[src/rtl/alu_bist_sequencer.sv]
// alu_bist_sequencer: run-time controller for the ALU built-in self-test
// Ports:
//   clk, reset (sync, active-low)  clock and reset
//   start, abort                  run control from test-mode logic
//   op_mask                       per-opcode exclusion from failure accounting
//   match                         comparator result for the current vector
//   alu_sel, rom_addr             current vector {pat_idx, alu_sel}
//   pg_clr, pg_en                 pattern-generator clear / advance
//   busy, done, pass              run status
//   fail_cnt, first_fail_*        failure count and first failing address
module alu_bist_sequencer #(
    parameter int PAT_W = 4,
    parameter int CNT_W = 9
) (
    input  logic               clk,
    input  logic               reset,
    input  logic               start,
    input  logic               abort,
    input  logic [15:0]        op_mask,
    input  logic               match,
    output logic [3:0]         alu_sel,
    output logic [PAT_W+3:0]   rom_addr,
    output logic               pg_clr,
    output logic               pg_en,
    output logic               busy,
    output logic               done,
    output logic               pass,
    output logic [CNT_W-1:0]   fail_cnt,
    output logic [PAT_W+3:0]   first_fail_addr,
    output logic               first_fail_vld
);
    typedef enum logic [1:0] {IDLE, INIT, RUN, DONE} state_t;
    state_t state, state_n;
    logic [PAT_W-1:0] pat_idx, pat_n;
    logic [3:0] op_idx, op_n;
    logic [CNT_W-1:0] cnt_n;
    logic [PAT_W+3:0] ffa_n;
    logic ffv_n, fail, last;
    assign alu_sel  = op_idx;
    assign rom_addr = {pat_idx, op_idx};
    always_comb begin
        state_n = state;
        pat_n   = pat_idx;
        op_n    = op_idx;
        cnt_n   = fail_cnt;
        ffa_n   = first_fail_addr;
        ffv_n   = first_fail_vld;
        fail    = state == RUN && !match && !op_mask[op_idx];
        last    = &pat_idx && &op_idx;
        if (abort || (start && (state == IDLE || state == DONE))) begin
            state_n = abort ? IDLE : INIT;
            pat_n   = '0;
            op_n    = '0;
            cnt_n   = '0;
            ffa_n   = '0;
            ffv_n   = 1'b0;
        end else if (state == INIT) begin
            state_n = RUN;
        end else if (state == RUN) begin
            state_n = last ? DONE : RUN;
            op_n    = op_idx + 4'd1;
            pat_n   = &op_idx ? pat_idx + PAT_W'(1) : pat_idx;
            if (fail) begin
                cnt_n = &fail_cnt ? fail_cnt : fail_cnt + CNT_W'(1);
                ffa_n = first_fail_vld ? first_fail_addr : rom_addr;
                ffv_n = 1'b1;
            end
        end
    end
    // Outputs are registered from next-state values so pg_en is high during
    // the op 15 cycle and the generators step on the same edge as pat_idx.
    always_ff @(posedge clk) begin
        if (!reset) begin
            state           <= IDLE;
            pat_idx         <= '0;
            op_idx          <= '0;
            fail_cnt        <= '0;
            first_fail_addr <= '0;
            first_fail_vld  <= 1'b0;
            pg_clr          <= 1'b0;
            pg_en           <= 1'b0;
            busy            <= 1'b0;
            done            <= 1'b0;
            pass            <= 1'b0;
        end else begin
            state           <= state_n;
            pat_idx         <= pat_n;
            op_idx          <= op_n;
            fail_cnt        <= cnt_n;
            first_fail_addr <= ffa_n;
            first_fail_vld  <= ffv_n;
            pg_clr          <= state_n == INIT;
            pg_en           <= state_n == RUN && &op_n && !(&pat_n);
            busy            <= state_n == INIT || state_n == RUN;
            done            <= state_n == DONE;
            pass            <= state_n == DONE && cnt_n == '0;
        end
    end
endmodule

[config.mk]
export PLATFORM = sky130hd
export DESIGN_NAME = alu_bist_sequencer
export DESIGN_NICKNAME = d
export VERILOG_FILES = /design/src/rtl/alu_bist_sequencer.sv
export SDC_FILE = /design/constraint.sdc
export NUM_CORES = 1
export LEC_CHECK = 0
export ABC_AREA = 1
export CAP_MARGIN = 20
export CORE_MARGIN = 2
export CORE_UTILIZATION = 38
export DETAILED_ROUTE_END_ITERATION = 8
export DONT_BUFFER_PORTS = 1
export GPL_TIMING_DRIVEN = 0
export RECOVER_POWER = 100
export SYNTH_ARGS = -nofsm -noshare
export SYNTH_HDL_FRONTEND = slang
export SYNTH_SLANG_ARGS = --single-unit
export TNS_END_PERCENT = 1
[constraint.sdc]
create_clock -name clk -period 2.31 [get_ports clk]
set_input_delay 0.462 -clock clk [delete_from_list [all_inputs] [get_ports clk]]
set_output_delay 0.462 -clock clk [all_outputs]
set_load 0.05 [all_outputs]
* Yosys cells after proc, flatten, opt, wreduce, memory -nomap -nowiden
Cells that the tools add are included.
** Cells by class
- Add/sub/neg operators :: 3
- Magnitude comparators :: 1
- Eq/ne operators :: 6
- Muxes and demuxes :: 19
- Bitwise logic cells :: 3
- Reductions and logical operators :: 23
** Operators with widths (count)
- two-way mux 9 bit :: 5
- two-way mux 4 bit :: 7
- AND reduction 4 bit :: 5
- adder 9 x 1 -> 9 bit, second input constant :: 1
- zero test 9 bit :: 1
- AND reduction 9 bit :: 1
- adder 4 x 1 -> 4 bit, second input constant :: 2
- == test 2 bit, second input constant :: 4
- logical AND 1 bit :: 7
- two-way mux 2 bit :: 3
- < comparator 4 x 5 -> 1 bit, second input constant :: 1
- binary-select mux 1 bit (select 4 bit) :: 1
- == test 2 x 1 -> 1 bit, second input constant :: 2
- zero test 1 bit :: 3
- logical OR 1 bit :: 3
- two-way mux 1 bit :: 3
- NOT 1 bit :: 3
- AND reduction 3 bit :: 1
- zero test 2 bit :: 1
- OR reduction 2 bit :: 1
** Word-level totals
- Register bits :: 33
- Input port bits :: 21
- Output and inout bits :: 35
- Logic and storage cells :: 66

* Logic depth before layout (Yosys ltp)
Gate-level depths: netlist (run 1).
- Depth after elaboration :: 10
- Depth in mapped cells :: 15
- Depth with buffers taken out :: 15

* Worst setup path after synthesis (run 1)
OpenSTA, ideal clock, no wires.
- Path type :: reg2reg
- Start point :: register op_idx[1], in the netlist alu_sel[1]
- End point :: register pg_en
- Library setup time :: 0.121 ns
- Data arrival time :: 2.019 ns
- Required time :: 2.189 ns
- Slack :: 0.170 ns
- Cell stages (with the launch flop) :: 11
- Path buffers :: 0
- Period minus slack after synthesis :: 2.140 ns
- Path through :: dfxtp_1 > ha_1 > nand3_1 > o22ai_1 > nand2_1 > a21oi_1 > inv_1 > ha_1 > nor3b_1 > nand3_1 > nor2_1
** On the way
- Longest elaborated chain between the ends :: 9
- Elaborated cells between the ends (all ways) :: 20
- Those cells by class :: add/sub: 1; eq/ne: 1; mux: 11; reduce/logical: 7
** Ends and longest elaborated chain
- from (decl) :: line 35 : logic [3:0] op_idx, op_n;
- from (signal assigned) :: line 88 : op_idx <= op_n;
- AND reduction 4 bit :: line 49 : last = &pat_idx && &op_idx;
- logical AND 1 bit :: line 49
- two-way mux 1 bit :: line 60 : state_n = last ? DONE : RUN;
- two-way mux 2 bit :: line 59 : end else if (state == RUN) begin
- two-way mux 2 bit :: line 57 : end else if (state == INIT) begin
- two-way mux 2 bit :: line 50 : if (abort || (start && (state == IDLE || state == DONE))) begin
- net state_n[0] :: line 33 : state_t state, state_n;
- == test 2 bit :: line 93 : pg_en <= state_n == RUN && &op_n && !(&pat_n);
- logical AND 1 bit (2 in a row) :: line 93
- to (signal assigned) :: line 93
- to (decl) :: line 24 : output logic pg_en,
The timed path passes the listed nets, and every way through them passes these cells.
A chain may end at the register's enable or synchronous reset.

* Worst setup path after layout (run 1)
Same ends and word-level chain as after synthesis.

==> impl_metrics.py, run 1 <==
metrics = {
    "clocking": {
        "cts_inserted_buffers": 5,
        "postCtsHoldBufs": 0,
        "ctsLongestPathBuffers": 2,
        "cts_resized": 4,
        "clock_latency_ps": 280,
        "clk_pin_slew_ps": 70,
        "cts_setup_buffers": 0,
        "cts_tree": "yes",
        "h-tree-depth": 2,
        "cts_sinks": 33,
        "root_buffer": "clkbuf_8",
    },
    "floorplan": {
        "start_util_pct": 39.7,
        "core_area_mm2": 0.00475,
        "dieHeight_um": 74.5,
        "io_pins": 56,
        "die_x_um": 74.5,
        "dieArea_mm2": 0.00555,
        "num_rows": 25,
    },
    "global_route": {
        "grt-ovfl-total": 0,
        "first_global_vias": 1624,
        "grt_pass1_wl_um": 6960,
        "grt_usage_pct": 16.2,
        "antenna_found_initial": 0,
        "grt_start_max_net_pins": 12,
    },
    "yosys": {
        "synth_ff_type": "dfxtp_1",
        "synthSimpleGateAreaFrac_pct": 34.9,
        "synth_cell_types": 32,
        "synth_mux_area_share_pct": 0,
        "synth_largest_area_cell": "dfxtp_1",
        "ys_seq_area_share_pct": 35.0,
        "synth_area_leaders": "dfxtp_1, inv_1, nand2_1",
        "ys_top_cells_by_count": "inv_1, nand2_1, dfxtp_1, nor2_1, nand3_1",
        "syn_inst": 273,
        "synth_most_common_cell": "inv_1",
        "async_flop_share_pct": 0,
        "synth_adder_area_share_pct": 5.96,
        "netlist.area_leader.share_pct": 35.0,
        "synth_xor_area_share_pct": 0.927,
        "ys_ff_latch": 33,
        "synth_edf_count": 0,
        "synth_compound_area_share_pct": 9.34,
        "synth_top_family_by_area": "simple AND/OR/NAND/NOR gates",
        "ys_warn_count": 0,
        "syn-num-nets": 303,
        "syn_area_mm2": 0.00189,
        "syn_avg_cell_area_um2": 6.92,
    },
    "routing": {
        "wirelength_um": 4110,
        "wire_per_inst_um": 11.8,
        "drt-pass1-iter-count": 4,
        "post-route-drc-count": 0,
        "drt_iter0_markers": 66,
        "antenna_left": 0,
        "num_vias": 1685,
        "drt-vias-per-instance": 4.84,
    },
    "run_status": {
        "status": "finished clean",
    },
    "power_and_ir_drop": {
        "powerDensity_mw_per_mm2": 520,
        "power_leakage_nw": 0.844,
        "peakVddDrop_mv": 0.320,
    },
    "sta": {
        "timing.fmax_mhz": 476,
        "rsz0062_at_grt": "false",
        "fin_crit_sh_pct": 90.9,
        "layout_min_cycle_time_ps": 2100,
        "slew_violations": 0,
        "tns_ps": 0,
        "relSlewSlack_pct": 55.6,
        "whs_ps": 281,
        "setup_viol": 0,
        "finalHoldViolations": 0,
        "worst_pin_slew_ps": 665,
        "fin_skew_ps": 4.13,
    },
    "place": {
        "io_buffer_count": 0,
        "place_hpwl_um": 3130,
        "dp.cells": 340,
        "dpl_cell_area_mm2": 0.00197,
        "gp_congestion": 0.807,
    },
    "worst_setup_path": {
        "arrival_ps": 2280,
        "crit_slowest_cell": "dfxtp_2",
        "worst_path_largest_cell_delay_ps": 590,
        "critical_path_class": "flop to flop",
        "cp.required_ps": 2480,
        "crit_fanout": 9,
        "end_kind": "flop",
        "crit_chain": "ha_1 -> nand3_1 -> o22ai_1 -> nand2_1 -> a21oi_1 -> inv_1 -> ha_1 -> nor3b_1 -> nand3_1 -> nor2_1",
        "cp-start-kind": "flop",
    },
    "finish": {
        "design_area_mm2": 0.00206,
        "nets": 310,
        "final_util_pct": 43.3,
        "diodes": 0,
        "drive_gt1_share_pct": 14.9,
        "syn_to_final_growth_pct": 8.87,
        "final_cells": 348,
    },
    "run": {
        "drv_cap": 0,
    },
    "min_path": {
        "hp-class": "input pin to flop",
    },
}
-- cell usage in the layout, fill, tap and decap left out, types with 5 or more instances in the layout --
cell type,instances
a21oi_1,15
clkbuf_1,5
clkbuf_8,5
dfxtp_1,21
dfxtp_2,11
ha_1,9
inv_1,47
inv_2,5
nand2_1,44
nand3_1,31
nor2_1,33
o21ai_0,10
-- state kept, by name, indices dropped and copies added, names as in the netlist, 2 cells and up --
signal           cells
alu_sel              4
pat_idx              4
state                2
first_fail_addr      8
fail_cnt             9
-- cell families (layout without fill, tap and decap cells) --
family          after synthesis  after routing
simple gates                133            133
buf+inv                      63             71
compound gates               33             33
flops                        33             33
fa+ha+maj                     9              9
xor+xnor                      2              2
-- routing by layer --
layer  global-route usage, %  vias up  share of wire [%]
li1                        -      881                  -
met1                    20.4      751                 47
met2                    26.7       45                 45
met3                    5.56        8                7.0
met4                    3.57        0                1.1
met5                       0        -                  0
-- path summary, 6_finish.rpt --
check | start | to | slack (ps) | depth (start not counted)
worst max-delay path | alu_sel[1] | pg_en | 210 | 10
worst min-delay path | reset | pg_clr | 280 | 2
worst max register to register | alu_sel[1] | pg_en | 210 | 10
worst min register to register | state[1] | state[1] | 640 | 3
-- report_power, final --
group / internal [mW] / switching [mW] / total, mW / leakage (nW)
sequential: 0.571 / 0.0114 / 0.583 / 0.273
clock: 0.208 / 0.211 / 0.419 / 0.0439
combinational: 0.0208 / 0.0475 / 0.0683 / 0.527
total: 0.800 / 0.270 / 1.07 / 0.844
-- final cells by class --
type / instances / area [um2]
Clock inverter: 3 / 17.5
Buffer: 8 / 40.0
Sequential cell: 33 / 678
Clock buffer: 5 / 68.8
Inverter: 55 / 208
Fill cell: 534 / 2700
Multi-Input combinational cell: 177 / 961
Tap cell: 67 / 83.8
-- metrics by stage --
stage / worst slack [ps] / total power [mW]
global placement: -100 / 0.665
CTS: 7.57 / 1.09
detailed placement: -117 / 0.666
floorplan: 170 / 0.651
global route: 6.85 / 1.12
finish: 209 / 1.07
-- worst max-delay path: cells and delay by family (launching register included) --
kind / cells / cell delay [ps]
AO/OA/AOI/OAI: 2 / 370
buffers and inverters: 1 / 90
AND/OR/NAND/NOR: 5 / 460
adder cells (fa/ha/maj): 2 / 470
flip-flops: 1 / 590
Note: power is estimated with default switching activity, not from simulation.
==> run 2: changes to the inputs <==
--- a/config.mk
+++ b/config.mk
@@ -7,8 +7,10 @@
 export LEC_CHECK = 0
 export ABC_AREA = 1
 export CAP_MARGIN = 20
+export CORE_ASPECT_RATIO = 0.5
 export CORE_MARGIN = 2
 export CORE_UTILIZATION = 38
+export CTS_CLUSTER_DIAMETER = 50
 export DETAILED_ROUTE_END_ITERATION = 8
 export DONT_BUFFER_PORTS = 1
 export GPL_TIMING_DRIVEN = 0
==> run 2 against run 1 <==
Critical path depth stayed put. Sequential share of layout area hardly changed. Clock-buffer cell count is 2 higher. Hold slack worse by 6.7 ps. Maximum frequency is 0.99% lower. Die area is 0.62% higher. Largest power group unchanged.
==> impl_metrics.py, run 2 (same netlist as run 1, synthesis figures left out) <==
metrics = {
    "run_status": {
        "status": "finished clean",
    },
    "floorplan": {
        "start_util_pct": 38.8,
        "io_pins": 56,
        "num_rows": 18,
        "dieHeight_um": 53.9,
        "dieArea_mm2": 0.00559,
        "core_area_mm2": 0.00486,
        "die_x_um": 104,
    },
    "clocking": {
        "h-tree-depth": 2,
        "cts_tree": "yes",
        "cts_sinks": 33,
        "cts_setup_buffers": 0,
        "postCtsHoldBufs": 0,
        "ctsLongestPathBuffers": 2,
        "root_buffer": "clkbuf_8",
        "cts_inserted_buffers": 5,
        "clock_latency_ps": 290,
        "clk_pin_slew_ps": 70,
    },
    "power_and_ir_drop": {
        "pwr-share-clk_pct": 42.6,
        "netSwitchingPower_mw": 0.270,
        "p_sw_share_pct": 24.0,
        "peakVddDrop_mv": 0.286,
        "power_leakage_nw": 0.849,
        "p_seq_share_pct": 51.3,
        "p_int_mw": 0.858,
        "powerDensity_mw_per_mm2": 541,
        "comb_power_share_pct": 6.1,
    },
    "global_route": {
        "grt_pass1_wl_um": 6900,
        "antenna_found_initial": 0,
        "grt-ovfl-total": 0,
        "grt_usage_pct": 15.8,
        "first_global_vias": 1594,
        "grt_start_max_net_pins": 11,
    },
    "sta": {
        "fin_crit_sh_pct": 91.9,
        "rsz0062_at_grt": "false",
        "fin_skew_ps": 8.84,
        "slew_violations": 0,
        "worst_pin_slew_ps": 629,
        "setup_ws_ps": 188,
        "timing.fmax_mhz": 471,
        "finalHoldViolations": 0,
        "layout_min_cycle_time_ps": 2120,
        "relSlewSlack_pct": 57.9,
        "setup_viol": 0,
    },
    "routing": {
        "post-route-drc-count": 0,
        "wirelength_um": 4280,
        "drt-pass1-iter-count": 4,
        "wire_per_inst_um": 12.2,
        "drt-vias-per-instance": 4.81,
        "num_vias": 1690,
        "drt_iter0_markers": 55,
        "antenna_left": 0,
    },
    "place": {
        "dp.cells": 343,
        "pre_cts_ws_ps": -200,
        "io_buffer_count": 0,
        "gp_congestion": 0.768,
        "dpl_cell_area_mm2": 0.00198,
        "place_hpwl_um": 3230,
    },
    "finish": {
        "layout_common_cells": "inv_1, nand2_1, nor2_1",
        "final_common_cell": "inv_1",
        "diodes": 0,
        "largest_register": "fail_cnt",
        "final_cells": 351,
        "nets": 310,
        "syn_to_final_growth_pct": 10.5,
        "design_area_mm2": 0.00209,
        "drive_gt1_share_pct": 16.0,
        "top_regs": "fail_cnt x9, first_fail_addr x8",
        "largest_reg_flops": 9,
    },
    "worst_setup_path": {
        "arrival_ps": 2290,
        "crit_start": "alu_sel[1]",
        "regToRegSetupSlack_ps": 190,
        "cp.required_ps": 2480,
        "reg2reg_from": "alu_sel[1]",
        "end_kind": "flop",
        "crit_fanout": 9,
        "critical_path_class": "flop to flop",
        "cp-start-kind": "flop",
    },
    "min_path": {
        "min-delay-start": "reset",
        "hp-class": "input pin to flop",
    },
    "run": {
        "drv_cap": 0,
    },
}
run 2: cell types whose count changed in the layout (fill, tap and decap cells not counted):
cell / previous run / this run
buf_6: 1 / 0
clkbuf_2: 2 / 3
clkbuf_8: 5 / 7
clkinv_2: 3 / 1
dfxtp_1: 21 / 19
dfxtp_2: 11 / 10
dfxtp_4: 1 / 4
nand3_1: 31 / 30
nand3_2: 1 / 2
o21ai_0: 10 / 11
o21ai_1: 3 / 2
run 2: power by group through the flow:
stage | sequential (mW) | clock [mW] | combinational (mW)
finish | 0.579 | 0.481 | 0.0687
global route | 0.579 | 0.520 | 0.0775
CTS | 0.584 | 0.495 | 0.0690
detailed placement | 0.597 | 0 | 0.0687
global placement | 0.597 | 0 | 0.0675
floorplan | 0.596 | 0 | 0.0546
run 2: metrics by stage:
step,utilization (%),hold WS [ps],TNS (ps),total power [mW]
2_1_floorplan,-,555,0,0.651
3_3_place_gp,40.6,561,-202,0.664
3_5_place_dp,40.6,572,-340,0.666
4_1_cts,42.8,271,0,1.15
5_1_grt,42.9,274,0,1.18
6_report,42.9,274,0,1.13
run 2: worst paths after layout:
| kind | endpoint | cells past startpoint |
|---|---|---|
| worst min-delay path | pg_clr | 2 |
| worst min register to register | state[1] | 3 |
| worst max-delay path | pg_en | 10 |
| worst max register to register | pg_en | 10 |
run 2: area by class of cell:
type,count,area [um2]
Buffer,8,33.8
Clock buffer,7,96.3
Clock inverter,1,5.00
Fill cell,539,2780
Inverter,55,210
Multi-Input combinational cell,177,966
Sequential cell,33,688
Tap cell,70,87.6
run 2: worst max-delay path, cell delays in order (launching register included):
cell     delay [ps]
dfxtp_4         500
ha_1            270
nand3_1         130
o22ai_1         160
nand2_1          80
a21oi_1         250
inv_1           100
ha_1            210
nor3b_1         140
nand3_1         100
nor2_1           50
run 2: layer usage:
metal / global-route usage, % / part of all wire, %
met5: 0 / 0
met4: 5.41 / 0.28
met3: 6.42 / 8.8
met2: 28.3 / 45
met1: 17.9 / 46
run 2: what timing repair did:
| item | CTS | global route |
|---|---|---|
| setup endpoints to repair | 3 | 4 |
| pin swaps | 0 | 0 |
| resized for setup | 5 | 16 |
